--- src/rtl/addr_gen_pkg.sv ---
// addr_gen_pkg: shared selects, widths and sign-extension helper for the LC-3 address generator
package addr_gen_pkg;
  localparam int OPC_W = 4;
  localparam int NZP_W = 3;
  localparam int IR_W = 16;
  localparam int MAX_W = 64;
  typedef enum logic {A1_PC, A1_SR1} addr1_sel_e;
  typedef enum logic [1:0] {A2_ZERO, A2_OFF6, A2_OFF9, A2_OFF11} addr2_sel_e;
  // Sign-extends field[msb_idx:0] to MAX_W bits; callers cast the result down to DATA_W.
  function automatic logic [MAX_W-1:0] sext(input logic [IR_W-1:0] field, input int msb_idx);
    logic [MAX_W-1:0] t;
    t = {field, {(MAX_W-IR_W){1'b0}}} << (IR_W - 1 - msb_idx);
    return $signed(t) >>> (MAX_W - 1 - msb_idx);
  endfunction
endpackage

--- src/rtl/addr_gen_pipe_if.sv ---
// addr_gen_pipe_if: decode-side request and MAR/PC-side result bus of the address generator
interface addr_gen_pipe_if import addr_gen_pkg::*; #(parameter int DATA_W = 16);
  logic flush, in_valid, in_ready, ADDR1MUX, out_valid, out_ready;
  logic [IR_W-1:0] IR;
  logic [1:0] ADDR2MUX;
  logic [DATA_W-1:0] sr1_data, pc_data, ea, sext5;
  logic [OPC_W-1:0] opcode;
  logic [NZP_W-1:0] nzp;
  modport master(output flush, in_valid, IR, ADDR1MUX, ADDR2MUX, sr1_data, pc_data, out_ready,
                 input in_ready, out_valid, ea, sext5, opcode, nzp);
  modport slave(input flush, in_valid, IR, ADDR1MUX, ADDR2MUX, sr1_data, pc_data, out_ready,
                output in_ready, out_valid, ea, sext5, opcode, nzp);
endinterface

--- src/rtl/addr_gen_slice.sv ---
// addr_gen_slice: one valid/ready register slice with load, hold and synchronous flush
module addr_gen_slice #(parameter int W = 8) (
  input  logic         clk,
  input  logic         rst,
  input  logic         flush,
  input  logic         adv,
  input  logic         in_valid,
  input  logic [W-1:0] d,
  output logic         valid,
  output logic [W-1:0] q
);
  // Valid bit: flush wins, otherwise it follows the upstream valid whenever the slice advances.
  always_ff @(posedge clk or posedge rst)
    if (rst) valid <= 1'b0;
    else if (flush) valid <= 1'b0;
    else if (adv) valid <= in_valid;
  // Payload loads only on a real transfer; a flush leaves the stale value in place.
  always_ff @(posedge clk or posedge rst)
    if (rst) q <= '0;
    else if (adv & in_valid & !flush) q <= d;
endmodule

--- src/rtl/addr_gen_pipe.sv ---
// addr_gen_pipe: two-stage LC-3 effective-address generator (select, add); ADDRGEN_PERF_CNT_EN adds perf counters
module addr_gen_pipe import addr_gen_pkg::*; #(
  parameter int DATA_W = 16
`ifdef ADDRGEN_PERF_CNT_EN
  , parameter int CNT_W = 16
`endif
) (
  input logic Clk,
  input logic Reset,
  addr_gen_pipe_if.slave bus
`ifdef ADDRGEN_PERF_CNT_EN
  , output logic [CNT_W-1:0] perf_beats
  , output logic [CNT_W-1:0] perf_stall
`endif
);
  localparam int S1_W = 3 * DATA_W + OPC_W + NZP_W;
  localparam int S2_W = 2 * DATA_W + OPC_W + NZP_W;
  logic s1_valid, s2_valid, s1_adv, s2_adv;
  logic [S1_W-1:0] s1_q;
  logic [S2_W-1:0] s2_q;
  logic [DATA_W-1:0] base, offset, s1_base, s1_offset, s1_sext5;
  logic [OPC_W-1:0] s1_opcode;
  logic [NZP_W-1:0] s1_nzp;
  // Backpressure chain: a stage moves when it is empty or its successor moves.
  always_comb begin
    s2_adv = !s2_valid | bus.out_ready;
    s1_adv = !s1_valid | s2_adv;
    bus.in_ready = s1_adv & !bus.flush;
    bus.out_valid = s2_valid;
  end
  // Base and offset selection from the decode-stage mux controls.
  always_comb begin
    base = bus.ADDR1MUX == A1_SR1 ? bus.sr1_data : bus.pc_data;
    offset = bus.ADDR2MUX == A2_OFF6  ? DATA_W'(sext(bus.IR, 5)) :
             bus.ADDR2MUX == A2_OFF9  ? DATA_W'(sext(bus.IR, 8)) :
             bus.ADDR2MUX == A2_OFF11 ? DATA_W'(sext(bus.IR, 10)) : '0;
  end
  addr_gen_slice #(.W(S1_W)) u_s1 (
    .clk(Clk), .rst(Reset), .flush(bus.flush), .adv(s1_adv),
    .in_valid(bus.in_valid & bus.in_ready),
    .d({base, offset, DATA_W'(sext(bus.IR, 4)), bus.IR[15:12], bus.IR[11:9]}),
    .valid(s1_valid), .q(s1_q)
  );
  // Unpack S1 and present S2 on the result bus.
  always_comb begin
    {s1_base, s1_offset, s1_sext5, s1_opcode, s1_nzp} = s1_q;
    {bus.ea, bus.sext5, bus.opcode, bus.nzp} = s2_q;
  end
  addr_gen_slice #(.W(S2_W)) u_s2 (
    .clk(Clk), .rst(Reset), .flush(bus.flush), .adv(s2_adv), .in_valid(s1_valid),
    .d({s1_base + s1_offset, s1_sext5, s1_opcode, s1_nzp}),
    .valid(s2_valid), .q(s2_q)
  );
`ifdef ADDRGEN_PERF_CNT_EN
  // Saturating completed-beat and stall-cycle counters, cleared only by Reset.
  always_ff @(posedge Clk or posedge Reset)
    if (Reset) begin
      perf_beats <= '0;
      perf_stall <= '0;
    end else begin
      if (s2_valid & bus.out_ready & ~&perf_beats) perf_beats <= perf_beats + 1'b1;
      if (s2_valid & !bus.out_ready & ~&perf_stall) perf_stall <= perf_stall + 1'b1;
    end
`endif
endmodule

--- src/flat_wrapper.sv ---
// flat-port wrapper written by rule: the top's interface ports become plain ports
module addr_gen_pipe_flat import addr_gen_pkg::*;
#(
  parameter int DATA_W = 16

)
  (Clk, Reset, bus_flush, bus_in_valid, bus_IR, bus_ADDR1MUX, bus_ADDR2MUX, bus_sr1_data, bus_pc_data, bus_out_ready, bus_in_ready, bus_out_valid, bus_ea, bus_sext5, bus_opcode, bus_nzp);
  addr_gen_pipe_if #(.DATA_W(DATA_W)) bus_i ();
  input logic Clk;
  input logic Reset;
  input wire logic [$bits(bus_i.flush)-1:0] bus_flush;
  input wire logic [$bits(bus_i.in_valid)-1:0] bus_in_valid;
  input wire logic [$bits(bus_i.IR)-1:0] bus_IR;
  input wire logic [$bits(bus_i.ADDR1MUX)-1:0] bus_ADDR1MUX;
  input wire logic [$bits(bus_i.ADDR2MUX)-1:0] bus_ADDR2MUX;
  input wire logic [$bits(bus_i.sr1_data)-1:0] bus_sr1_data;
  input wire logic [$bits(bus_i.pc_data)-1:0] bus_pc_data;
  input wire logic [$bits(bus_i.out_ready)-1:0] bus_out_ready;
  output wire logic [$bits(bus_i.in_ready)-1:0] bus_in_ready;
  output wire logic [$bits(bus_i.out_valid)-1:0] bus_out_valid;
  output wire logic [$bits(bus_i.ea)-1:0] bus_ea;
  output wire logic [$bits(bus_i.sext5)-1:0] bus_sext5;
  output wire logic [$bits(bus_i.opcode)-1:0] bus_opcode;
  output wire logic [$bits(bus_i.nzp)-1:0] bus_nzp;
  assign bus_i.flush = bus_flush;
  assign bus_i.in_valid = bus_in_valid;
  assign bus_i.IR = bus_IR;
  assign bus_i.ADDR1MUX = bus_ADDR1MUX;
  assign bus_i.ADDR2MUX = bus_ADDR2MUX;
  assign bus_i.sr1_data = bus_sr1_data;
  assign bus_i.pc_data = bus_pc_data;
  assign bus_i.out_ready = bus_out_ready;
  assign bus_in_ready = bus_i.in_ready;
  assign bus_out_valid = bus_i.out_valid;
  assign bus_ea = bus_i.ea;
  assign bus_sext5 = bus_i.sext5;
  assign bus_opcode = bus_i.opcode;
  assign bus_nzp = bus_i.nzp;
  addr_gen_pipe #(.DATA_W(DATA_W)) u_core (.Clk(Clk), .Reset(Reset), .bus(bus_i));
endmodule
--- config.mk ---
export PLATFORM = sky130hd
export DESIGN_NAME = addr_gen_pipe_flat
export DESIGN_NICKNAME = d
export VERILOG_FILES = /design/src/rtl/addr_gen_pkg.sv /design/src/rtl/addr_gen_pipe_if.sv /design/src/rtl/addr_gen_slice.sv /design/src/rtl/addr_gen_pipe.sv /design/src/flat_wrapper.sv
export SDC_FILE = /design/constraint.sdc
export NUM_CORES = 1
export LEC_CHECK = 0
export BUFFER_PORTS_ARGS = -buffer_cell sky130_fd_sc_hd__clkbuf_2
export CAP_MARGIN = 25
export CORE_MARGIN = 2
export CORE_UTILIZATION = 40
export CTS_CLUSTER_SIZE = 12
export DETAILED_ROUTE_END_ITERATION = 6
export GPL_ROUTABILITY_DRIVEN = 0
export PLACE_DENSITY_LB_ADDON = 0.3
export SETUP_SLACK_MARGIN = 0.3
export SLEW_MARGIN = 0
export SYNTH_ARGS = -nofsm -noshare
export SYNTH_HDL_FRONTEND = slang
export SYNTH_SLANG_ARGS = --single-unit
--- constraint.sdc ---
create_clock -name Clk -period 2.2 [get_ports Clk]
set_clock_uncertainty 0.2 [all_clocks]
set_input_delay 0.11 -clock Clk [delete_from_list [all_inputs] [get_ports Clk]]
set_output_delay 0.11 -clock Clk [all_outputs]
set_load 0.005 [all_outputs]
==> metrics <==
TritonCTS clock tree built; Routed WL 8430 microns; Synth Flop Type dfrtp_1; Die Ht 97.9 microns; DP HPWL 5710 microns; Worst Setup Start Kind flip-flop; crit-path max FO 5; met2 Use GR 0.298; fin. max-slew vios 0; DR vias 3,068; DRT antenna net count 0; GR Util met3 0.0494; syn_nets 433; fin crit period 2.33 ns; initial antenna violation count 0; # DRC 0; Top Usage Layer GRT met2; root cell of the clock tree clkbuf_8; H-tree Lvls 3; tightest hold margin 0.127 ns; I/O Buffers 96; most common cell after layout, fill and taps aside nand2_1; arrival time worst endpoint 2.35 ns; Worst Hold Class primary input to async pin; RSZ-0062 raised after global routing yes; run status complete, but fails checks; critical path capture point type flip-flop; CP Data Required Time 2.22 ns; Core Util, Final 0.590; Final Hold Viols 0; vias per cell 4.85; GRT Util Overall 0.185; commonest cells after routing, fill and taps aside 98 x nand2_1, 96 x clkbuf_2, 68 x dfrtp_1; Avg Synthesized Cell Area a little under 10 sq um; area share of the largest cell type after synthesis 0.490; synth top area cells dfrtp_1 49%, nand2_1 11%, o21ai_0 6.1%; DRT iter0 DRCs 130; CTS sink cnt just under 70; # rows 34; Worst Tran Pin Value 0.514 ns; sequential share of the synthesized area 0.490; met1 Use GR 0.242; # diodes 0; clock tree buffer depth 2; routed len/inst 13.3 microns; io pins slightly below 100; Core Area 0.00864 sq mm; DIE WIDTH 97.9 microns; Starting Density 0.408; Synth Warn # 0; Cell Area, Synth 0.00352 sq mm; final setup fails 5; Die Area approximately 0.0096 sq mm; vias in the first global route 3,009; Post-synth EDFFs 0; Pleak 2.51 nW; Clock transition at path regs 0.08 ns; Setup WS post-layout -0.126 ns; Power per Cell Area 799 mW/mm^2; global route overflow 0; global-route wire length before repair 14,300 microns; post-synth top area cell dfrtp_1; Async S/R FF share, synth 1.00; Area Growth Syn to Fin 44.6%; share of layout cells above drive strength 1 0.330; drt pass-1 iters 4; Mapped Cells 361; number of library cell types mapped by synthesis 43; CTS Buf Count 9; Final #Nets 592; failing checks setup timing; Slew Limit Headroom 0.657; pin count of the biggest net entering global routing 52; Max Freq 430 MHz; worst ir drop on vdd 0.317 mV; FF+latch count, synth 69; Period Utilization, post-route 1.06; clk_lat worst skew ~0.36 ns; # Max-Cap Violations 0; CP Class flip-flop to flip-flop
## cells by family (layout without fill, tap and decap cells)
group,after synthesis,in the layout,synth area share
AND/OR/NAND/NOR,123,123,0.148
buffers and inverters,31,195,0.0508
flip-flops,69,69,0.490
multiplexers,31,31,0.0923
adder cells (fa/ha/maj),16,16,0.0589
AO/OA/AOI/OAI,78,78,0.127
XOR/XNOR,13,13,0.0323
## state kept, by name, indices dropped and copies added, names as in the netlist
name	flops
u_core.u_s1.q	39
u_core.u_s2.q	28
u_core.u_s1.valid	1
u_core.u_s2.valid	1
## worst paths after layout
path / from / endpoint / slack [ns] / cells after the start
setup / recovery: u_core.u_s1.q[23]$_DFFE_PP0P_ / u_core.u_s2.q[33]$_DFFE_PP0P_ / -0.13 / 8
setup reg to reg: u_core.u_s1.q[23]$_DFFE_PP0P_ / u_core.u_s2.q[33]$_DFFE_PP0P_ / -0.13 / 8
hold reg to reg: u_core.u_s1.q[0]$_DFFE_PP0P_ / u_core.u_s2.q[0]$_DFFE_PP0P_ / 0.27 / 2
hold / removal: Reset / u_core.u_s2.q[10]$_DFFE_PP0P_ / 0.13 / 3
min in group Clk: bus_out_ready / u_core.u_s2.q[32]$_DFFE_PP0P_ / 0.22 / 5
max in group asynchronous: Reset / u_core.u_s1.q[38]$_DFFE_PP0P_ / 0.97 / 4
## metrics by stage
stage               TNS [ns]  area (sq um)  total power, mW  worst slack (ns)  cells
floorplan                  0          3610             2.46            0.0440    361
global placement     -0.0305          4190             2.85           -0.0305    552
detailed placement    -0.142          4190             2.89           -0.0991    552
CTS                   -0.197          5040             4.05            -0.102    631
global route           -1.09          5100             4.35            -0.236    633
finish                -0.338          5100             4.07            -0.126    633
## metal layers
layer / part of all wire / vias to the layer above
met5: 0 / -
met4: 0.020 / 0
met3: 0.051 / 14
met2: 0.48 / 87
met1: 0.45 / 1419
li1: - / 1548
## cell usage after synthesis (3+ instances only)
| master | n |
|---|---|
| nand3_1 | 5 |
| a21o_1 | 4 |
| xor2_1 | 5 |
| a21oi_1 | 16 |
| dfrtp_1 | 69 |
| buf_4 | 15 |
| nor2_1 | 4 |
| xnor2_1 | 8 |
| mux2i_1 | 19 |
| buf_2 | 5 |
| o21ai_0 | 43 |
| inv_1 | 3 |
| nand2_1 | 99 |
| mux2_2 | 12 |
| ha_1 | 15 |
| clkbuf_1 | 7 |
## power breakdown
group          internal [mW]  switching [mW]
clock                  0.554           0.487
combinational          0.695           0.631
sequential              1.53           0.171
## critical path: stages (launching register included)
cell,delay [ns]
dfrtp_1,0.40
ha_2,0.20
fa_2,0.34
a21o_1,0.20
a221oi_4,0.34
nor3_1,0.08
nor2_1,0.15
xor2_1,0.19
o21ai_0,0.09
## timing repair
action	4_1_cts	5_1_grt
cloned	0	0
hold buffers	58	0
setup buffers	5	2
pin swaps	8	9
resized for setup	2	10
hold endpoints to repair	63	0
endpoints found under the setup margin	12	32
## cell type report
cell class / count / area [sq um]
fill: 748 / 3540
multi-input combinational: 261 / 1770
sequential: 69 / 1730
timing repair buffer: 176 / 1250
clock buffer: 11 / 141
tap: 108 / 135
clock inverter: 5 / 60.1
inverter: 3 / 15.0
No activity file was read; power rests on OpenSTA's default activity.
